[config.mk]
export PLATFORM = sky130hd
export DESIGN_NAME = fifox_wr_arbiter
export DESIGN_NICKNAME = d
export VERILOG_FILES = /design/src/rtl/fifox_arb_pkg.sv /design/src/rtl/fifox_rr_pick.sv /design/src/rtl/fifox_wr_arbiter.sv
export SDC_FILE = /design/constraint.sdc
export NUM_CORES = 1
export LEC_CHECK = 0
export ABC_CLOCK_PERIOD_IN_PS = 2950
export BUFFER_PORTS_ARGS = -buffer_cell sky130_fd_sc_hd__clkbuf_2
export CAP_MARGIN = 20
export CORE_ASPECT_RATIO = 0.75
export CORE_MARGIN = 10
export CORE_UTILIZATION = 40
export DETAILED_ROUTE_END_ITERATION = 16
export PLACE_DENSITY_LB_ADDON = 0.15
export SETUP_SLACK_MARGIN = 0.4
export SLEW_MARGIN = 10
export SYNTH_ARGS = -nofsm -noshare
export SYNTH_HDL_FRONTEND = slang
export SYNTH_SLANG_ARGS = --single-unit
[constraint.sdc]
create_clock -name CLK -period 2.95 [get_ports CLK]
set_input_delay 0.1475 -clock CLK [delete_from_list [all_inputs] [get_ports CLK]]
set_output_delay 0.1475 -clock CLK [all_outputs]
set_load 0.05 [all_outputs]
[src/rtl/fifox_arb_pkg.sv]
// Shared types and helpers for the FIFOX write-port arbiter.
package fifox_arb_pkg;

  localparam int MAX_CH   = 64;  // largest channel count the pick helper handles
  localparam int CH_W_MAX = 6;   // channel index width of the lock record
  localparam int BURST_W  = 16;  // burst counter width of the lock record

  // Width of a channel index; never below one bit.
  function automatic int ch_w(input int n);
    return (n <= 2) ? 1 : $clog2(n);
  endfunction

  // First set index of vld scanning ptr, ptr+1, ... modulo n; -1 when none set.
  function automatic int rr_pick(input logic [MAX_CH-1:0] vld, input int ptr, input int n);
    int res;
    int idx;
    res = -1;
    idx = 0;
    for (int k = 0; k < MAX_CH; k++) begin
      if (k < n && res < 0) begin
        idx = ptr + k;
        if (idx >= n) idx = idx - n;
        if (vld[idx[CH_W_MAX-1:0]]) res = idx;
      end
    end
    return res;
  endfunction

  // Burst lock state: who holds the port and how many items it has sent.
  typedef struct packed {
    logic                lock_vld;
    logic [CH_W_MAX-1:0] lock_ch;
    logic [BURST_W-1:0]  burst_cnt;
  } lock_state_t;

endpackage

[src/rtl/fifox_rr_pick.sv]
// Rotating priority encoder: first valid channel at or after the pointer.
module fifox_rr_pick
  import fifox_arb_pkg::*;
#(
  parameter int CHANNELS = 4,
  parameter int CH_W     = 2
) (
  input  logic [CHANNELS-1:0] vld_i,
  input  logic [CH_W-1:0]     ptr_i,
  output logic                found_o,
  output logic [CH_W-1:0]     idx_o
);

  // Purely combinational scan; returns index 0 when nothing is valid.
  always_comb begin
    int pick;
    pick    = rr_pick(MAX_CH'(vld_i), int'(ptr_i), CHANNELS);
    found_o = (pick >= 0);
    idx_o   = found_o ? CH_W'(pick) : '0;
  end

endmodule

[src/rtl/fifox_wr_arbiter.sv]
// Round-robin arbiter with bounded burst lock feeding one FIFOX write port.
module fifox_wr_arbiter
  import fifox_arb_pkg::*;
#(
  parameter int ITEM_WIDTH = 8,
  parameter int CHANNELS   = 4,
  parameter int MAX_BURST  = 4,
  localparam int CH_W      = ch_w(CHANNELS)
) (
  input  logic                           CLK,
  input  logic                           RESET,
  input  logic [CHANNELS*ITEM_WIDTH-1:0] RX_DATA,
  input  logic [CHANNELS-1:0]            RX_VLD,
  output logic [CHANNELS-1:0]            RX_RDY,
  output logic [ITEM_WIDTH-1:0]          DI,
  output logic                           WR,
  input  logic                           FULL,
  input  logic                           AFULL,
  output logic [CH_W-1:0]                GRANT_CH
);

  logic                  out_vld_q, out_vld_d;
  logic [ITEM_WIDTH-1:0] di_q, di_d;
  logic [CH_W-1:0]       grant_q, grant_d;
  logic [CH_W-1:0]       ptr_q, ptr_d;
  lock_state_t           lock_q, lock_d;

  logic                  can_load;
  logic                  pick_found;
  logic [CH_W-1:0]       pick_idx;
  logic [CH_W-1:0]       lock_ch;
  logic [CH_W-1:0]       cand;
  logic                  cand_vld;
  logic                  xfer;
  logic [ITEM_WIDTH-1:0] rx_item [CHANNELS];

  // Next channel after ch, wrapping at CHANNELS (works for non-power-of-2 counts).
  function automatic logic [CH_W-1:0] wrap_inc(input logic [CH_W-1:0] ch);
    return (int'(ch) + 1 >= CHANNELS) ? '0 : CH_W'(int'(ch) + 1);
  endfunction

  fifox_rr_pick #(
    .CHANNELS (CHANNELS),
    .CH_W     (CH_W)
  ) u_pick (
    .vld_i   (RX_VLD),
    .ptr_i   (ptr_q),
    .found_o (pick_found),
    .idx_o   (pick_idx)
  );

  generate
    for (genvar gi = 0; gi < CHANNELS; gi++) begin : g_ch
      assign rx_item[gi] = RX_DATA[gi*ITEM_WIDTH +: ITEM_WIDTH];
      // Gated by RESET so that no handshake is offered while reset is held.
      assign RX_RDY[gi]  = RESET && xfer && (cand == CH_W'(gi));
    end
  endgenerate

  assign lock_ch  = lock_q.lock_ch[CH_W-1:0];
  // A new item may enter only if the output slot frees this cycle and AFULL is low.
  assign can_load = !AFULL && (!out_vld_q || !FULL);
  assign cand     = lock_q.lock_vld ? lock_ch : pick_idx;
  assign cand_vld = lock_q.lock_vld ? RX_VLD[lock_ch] : pick_found;
  assign xfer     = can_load && cand_vld;

  assign WR       = out_vld_q;
  assign DI       = di_q;
  assign GRANT_CH = grant_q;

  // Next-state for the output register, round-robin pointer and burst lock.
  always_comb begin
    out_vld_d = out_vld_q;
    di_d      = di_q;
    grant_d   = grant_q;
    ptr_d     = ptr_q;
    lock_d    = lock_q;
    if (xfer) begin
      out_vld_d = 1'b1;
      di_d      = rx_item[cand];
      grant_d   = cand;
      if (lock_q.burst_cnt + BURST_W'(1) == BURST_W'(MAX_BURST)) begin
        lock_d.lock_vld  = 1'b0;
        lock_d.burst_cnt = '0;
        ptr_d            = wrap_inc(cand);
      end else begin
        lock_d.lock_vld  = 1'b1;
        lock_d.lock_ch   = CH_W_MAX'(cand);
        lock_d.burst_cnt = lock_q.burst_cnt + BURST_W'(1);
      end
    end else begin
      // The held item leaves as soon as FIFOX takes it, even while AFULL blocks loads.
      if (out_vld_q && !FULL) out_vld_d = 1'b0;
      // Locked channel went idle with the port available: give up the lock, one bubble.
      if (can_load && lock_q.lock_vld) begin
        lock_d.lock_vld  = 1'b0;
        lock_d.burst_cnt = '0;
        ptr_d            = wrap_inc(lock_ch);
      end
    end
  end

  // State registers; an asserted reset discards any item held for FIFOX.
  always_ff @(posedge CLK or negedge RESET) begin
    if (!RESET) begin
      out_vld_q <= 1'b0;
      di_q      <= '0;
      grant_q   <= '0;
      ptr_q     <= '0;
      lock_q    <= '0;
    end else begin
      out_vld_q <= out_vld_d;
      di_q      <= di_d;
      grant_q   <= grant_d;
      ptr_q     <= ptr_d;
      lock_q    <= lock_d;
    end
  end

endmodule

## Word level (Yosys, flattened, before mapping)

Index checks and enable logic that the tools add are counted.
W data, S select, Z words.

- Flip-flop bits (word level): 32
- Input bits: 40
- Output and inout bits: 15
- Logic and storage cells: 101

- Add/subtract/negate cells: 10
- Order comparisons: 16
- Equality and inequality tests: 5
- Muxes and demuxes: 43
- Bitwise logic cells: 2
- Reduce and logical (&&, ||, !) cells: 18

Operators by type and width:

| cell | number |
|---|---|
| $mux W32 | 14 |
| $ge A32 B4 Y1 const B | 5 |
| $lt A32 B1 Y1 const B | 3 |
| $sub A32 B4 Y32 const B | 3 |
| $mux W16 | 3 |
| $ge A32 B1 Y1 const B | 1 |
| $lt A6 B7 Y1 const B | 4 |
| $bmux W1 S6 | 4 |
| $add A16 B1 Y16 const B | 1 |
| $bmux W8 S2 | 1 |
| $eq A16 B3 Y1 const B | 1 |
| $mux W8 | 2 |
| $mux W2 | 7 |
| $mux W1 | 11 |
| $add A2 B1 Y3 const B | 3 |
| $logic_and A1 B1 Y1 | 9 |
| $add A2 B2 Y3 const B | 2 |
| $eq A2 B2 Y1 const B | 2 |
| $reduce_and A2 Y1 | 2 |
| $reduce_bool A2 Y1 | 2 |
| $sub A2 B3 Y4 const B | 1 |
| $ge A2 B3 Y1 const B | 1 |
| $ge A3 B3 Y1 const B | 1 |
| $logic_not A1 Y1 | 3 |
| 8 further kinds | 8 |

## Depth between registers and ports, before layout

- Word-level depth: 31
- Mapped depth: 14
- Gate-level depth less buffers: 12

## Modules after synthesis

A second synthesis with hierarchy kept.

- Cell total of the unflattened synthesis: 296
- Area total of the unflattened synthesis: 2398.6 µm²

By module, submodules not included:

| module | instances | cells an instance | area an instance (µm²) | sequential area each (µm²) |
|---|---|---|---|---|
| fifox_wr_arbiter | 1 | 258 | 2078.2 | 800.8 |
| fifox_rr_pick | 1 | 38 | 320.3 | 0.0 |

## Least setup slack after synthesis

OpenSTA, ideal clock, no wires.

- Path kind: register to output
- Start point: register ptr_q[0]
- End point: output RX_RDY[0]
- Arrival time: 3.156 ns
- Data required time: 2.803 ns
- Path slack: -0.354 ns
- Cell stages (with the launch flop): 13
- Buffers on the path: 2
- Cells stage by stage: dfrtp_1 > buf_2 > inv_1 > ha_1 > mux2_2 > a22o_1 > a211o_1 > nand3_1 > a32oi_2 > inv_2 > buf_2 > ha_1 > and3_1

- Longest elaborated chain between the ends: 17
- Elaborated cells on any way between the ends: 44
- Classes of those cells: 7 x add/sub; 8 x order compare; 25 x mux; 4 x reduce/logical

RTL lines:

| what | RTL line | RTL |
|---|---|---|
| start, declared | fifox_wr_arbiter.sv:25 | `logic [CH_W-1:0] ptr_q, ptr_d;` |
| start signal, assigned | fifox_wr_arbiter.sv:115 | `ptr_q <= ptr_d;` |
| $add A2 B1 Y3 | fifox_arb_pkg.sv:21 | `idx = ptr + k;` |
| $sub A32 B4 Y32 / $ge A32 B4 Y1 (equally long branches) | fifox_arb_pkg.sv:22 | `if (idx >= n) idx = idx - n;` |
| $mux W32 | fifox_arb_pkg.sv:22 |  |
| $mux W32 | fifox_arb_pkg.sv:20 | `if (k < n && res < 0) begin` |
| $bmux W1 S6 | fifox_arb_pkg.sv:23 | `if (vld[idx[CH_W_MAX-1:0]]) res = idx;` |
| $mux W1 (not written as such) | fifox_arb_pkg.sv:23 |  |
| $mux W32 | fifox_arb_pkg.sv:23 |  |
| $mux W32 | fifox_arb_pkg.sv:20 |  |
| $lt A32 B1 Y1 / $mux W32 (equally long branches) | fifox_arb_pkg.sv:20, fifox_arb_pkg.sv:23 |  |
| $mux W32 | fifox_arb_pkg.sv:20 |  |
| $lt A32 B1 Y1 / $mux W32 (equally long branches) | fifox_arb_pkg.sv:20, fifox_arb_pkg.sv:23 |  |
| $mux W32 (*) | fifox_arb_pkg.sv:20 |  |
| $ge A32 B1 Y1 | fifox_rr_pick.sv:18 | `found_o = (pick >= 0);` |
| $mux W2 / $mux W1 (equally long branches) | fifox_rr_pick.sv:19, fifox_wr_arbiter.sv:64 |  |
| $mux W2 / $logic_and A1 B1 Y1 (equally long branches) | fifox_wr_arbiter.sv:63, fifox_wr_arbiter.sv:65 |  |
| $logic_not A2 Y1 / $logic_and A1 B1 Y1 (equally long branches) | fifox_wr_arbiter.sv:56 | `assign RX_RDY[gi] = RESET && xfer && (cand == CH_W'(gi));` |
| $logic_and A1 B1 Y1 (*) | fifox_wr_arbiter.sv:56 |  |
| end, declared | fifox_wr_arbiter.sv:14 | `output logic [CHANNELS-1:0] RX_RDY,` |

Every way passes the cells marked *; elsewhere a longest branch is shown, timed or not. The select of a mux whose other input is x is not followed.

## Worst setup path in the final report

- Start point: register ptr_q[1]
- End point: output RX_RDY[0]

Same word-level chain as after synthesis.

==> out/metrics.json <==
{
  "run_status": {
    "status": "completed"
  },
  "job": {
    "timing.max_cap.violations": 0
  },
  "synthesis": {
    "synthDominantAreaCellType": "dfrtp_1",
    "syn_area_sq_um": 2300,
    "synthArstFlopShare_pct": 100,
    "synth_enable_flop_cells": 0,
    "unique_cell_type_count_in_the_yosys_netlist": 52,
    "net_count_synth": 307,
    "synth_common_cells": "dfrtp_1 (32), nand2_1 (27), nor2_1 (21)",
    "synth-main-ff-cell": "dfrtp_1",
    "synth.yosys.seq_area_share_pct": 34.8,
    "netlist.area_leader.share_pct": 34.8,
    "yosysWarningCount": 0,
    "synth.avg_cell_area_sq_um": 8.99,
    "post-synth-top-count-cell": "dfrtp_1",
    "syn-instance-count": 256,
    "netlist_top_cells_area": "dfrtp_1 (35%), ha_1 (6.0%), mux2i_1 (5.7%), nand2_1 (4.4%), o21ai_0 (3.9%)",
    "yosys_register_bits": 32
  },
  "setup_path": {
    "critical_path.max_stage_delay_ns": 0.52,
    "rr_worst_depth": 12,
    "timing.setup.critical_path_class": "reg -> out",
    "critical_path.most_common_cell": "buf_6",
    "data_arrival_time_of_the_critical_path_ns": 2.73,
    "end_kind": "primary output",
    "crit_path_top_delay_cell": "mux4_2",
    "worstSetupStartpointType": "flip-flop",
    "cp_top_family": "compound AO/OA/AOI/OAI gates",
    "critical_path_cell_count": 9,
    "timing.critical_path.cells": "buf_6 > mux4_2 > a221o_1 > nor4_4 > o31a_1 > buf_6 > ha_4 > and3_4 > clkbuf_16",
    "timing.critical_path.buf_inv": 3,
    "cp_max_fo": 8,
    "cp.required_ns": 2.80
  },
  "placed_design": {
    "hpwl_reported_at_the_end_of_detailed_placement_um": 4970,
    "placed_cells_incl_taps": 390,
    "global_placement_routability_congestion": 0.922,
    "post-place-ws_ns": -0.0641,
    "port_buffers": 54
  },
  "layout": {
    "final_nets": 405,
    "fillers": 432,
    "n_antenna_cell": 0,
    "area_growth_pct": 53.8,
    "layout-drive-gt1-share_pct": 47.0,
    "instances_no_fill": 430
  },
  "sta": {
    "grt_setup_unrepaired": "true",
    "setup_violations": 0,
    "timing_hold_violations_final": 0,
    "layout_min_cycle_time_ns": 2.88,
    "worst_pin_slew_ns": 0.848,
    "slew-limit-headroom_pct": 43.3,
    "slew_violations": 0,
    "worst_clock_skew_ns": 0.00974,
    "post-route-worst-setup-slack_ns": 0.0732,
    "timing.fmax_ghz": 0.348,
    "timing.final.crit_share_pct": 97.5
  },
  "detailed_routing": {
    "postRouteWirelength_um": 7710,
    "drtIter0Drc": 163,
    "total_vias_in_the_final_route": 2455,
    "post_drt_wl_per_cell_um": 17.9,
    "drtPass1Iterations": 4,
    "number_of_nets_with_antenna_violations_after_routing": 0,
    "vias_per_cell": 5.71,
    "drc": 0
  },
  "die": {
    "die_area_sq_um": 9220,
    "ioPinCount": 55,
    "dieHeight_um": 85.7,
    "placementRows": 23,
    "placeableCoreArea_sq_um": 5470,
    "initial_utilization_pct": 42.1,
    "die_w_um": 108
  },
  "grt": {
    "first_global_vias": 2475,
    "grt_first_pass_wirelength_um": 12100,
    "grt_max_degree": 29,
    "antenna_found_initial": 0,
    "grt_use_total_pct": 15.7,
    "overflow": 0
  },
  "cts": {
    "cts-htree-levels": 2,
    "worstSkewPairLatency_ns": 0.29,
    "clock_tree.buffer_depth": 2,
    "cts_tree": "yes",
    "clk_transition_reported_paths_ns": 0.07,
    "clock-root-buffer": "clkbuf_8",
    "clock-sinks": 32,
    "cts-buffers-inserted": 5
  },
  "hold_path": {
    "worst_hold_path.num_cells": 3,
    "hold_path_class": "in -> reg"
  },
  "power": {
    "ir_drop_mv": 0.588,
    "total_power_density_per_cell_area_nw_per_um2": 1130,
    "leakagePower_nw": 1.58
  }
}
-- final cells by class --
cell class                      count  area (sq um)  area share (%)
Multi-Input combinational cell    210          1790            50.5
Sequential cell                    32           802            22.7
Timing Repair Buffer               96           712            20.1
Tap cell                           75          93.8            2.65
Clock buffer                        6          72.6            2.05
Inverter                            9          36.3            1.02
Clock inverter                      2          35.0           0.989
-- cells by family after synthesis --
logic type	count (synthesis)	share of synthesized area, %
mux	21	10.5
buf+inv	18	3.59
flops	32	34.8
fa+ha+maj	11	5.98
compound gates	71	21.6
simple gates	99	22.0
xor+xnor	4	1.52
-- repair_timing --
| item | in CTS | in global routing |
|---|---|---|
| pin swaps | 15 | 18 |
| resized for setup | 48 | 27 |
| hold endpoints to repair | 4 | 0 |
| cloned | 2 | 2 |
| setup buffers | 18 | 9 |
| hold buffers | 1 | 0 |
| setup endpoints to repair | 33 | 36 |
-- worst reg2reg max path, cell delays in order (launching register included) --
cell and delay, ns:
dfrtp_1 0.39, inv_2 0.08, ha_4 0.29, mux2_4 0.30, a22o_4 0.25, buf_6 0.12, nor4_4 0.36, a21oi_4 0.15
buf_4 0.16, buf_6 0.13, o21ai_4 0.12, and2_4 0.23, a2bb2oi_2 0.15
-- report_power, final --
group / internal, mW / leakage [nW] / switching [mW]
clock network: 0.251 / 0.0552 / 0.166
logic: 1.26 / 1.12 / 1.58
registers: 0.583 / 0.401 / 0.152
total: 2.10 / 1.58 / 1.90
-- sequential cells by signal, indices dropped and copies added (netlist names) --
register  cells
lock_q       17
DI            8
lock_ch       2
ptr_q         2
GRANT_CH      2
WR            1
-- through the flow --
step	power, mW	area, sq um	utilization [%]	hold slack, ns	TNS [ns]
floorplan	2.30	2450	-	-0.148	0
CTS	3.70	3360	61.5	0.0816	0
global placement	2.76	2880	52.7	0.0149	-0.418
detailed placement	2.79	2880	52.7	0.0160	-0.425
finish	4.00	3540	64.8	0.0834	0
global route	4.26	3540	64.8	0.0942	0
-- routing by layer --
metal  vias to the layer above  share of wire [%]  GRT usage (%)
li1                       1173                  -              -
met1                      1174                 46           21.5
met2                       104                 45           22.8
met3                         4                8.4           5.75
met4                         0               0.32           3.15
met5                         -                  0              0
-- layout by cell type (no fill, tap or decap), drive strengths merged, types with 8 or more instances in the layout --
cell | netlist | routed
nor2 | 21 | 21
dfrtp | 32 | 32
inv | 9 | 9
ha | 11 | 11
a221oi | 8 | 8
nand2 | 27 | 27
o21ai | 20 | 23
buf | 8 | 44
nor3 | 8 | 8
mux2i | 13 | 13
a21oi | 14 | 14
clkbuf | 1 | 57
nand3 | 13 | 13
-- final timing paths --
kind                            start         to  slack (ns)
setup / recovery             ptr_q[1]  RX_RDY[0]        0.07
hold / removal             RX_DATA[1]      DI[1]        0.08
setup reg to reg             ptr_q[1]   ptr_q[1]        0.14
hold reg to reg                    WR         WR        0.52
max in group asynchronous       RESET   ptr_q[0]        2.05
min in group asynchronous       RESET      DI[1]        0.24
(Power assumes the default switching activity.)
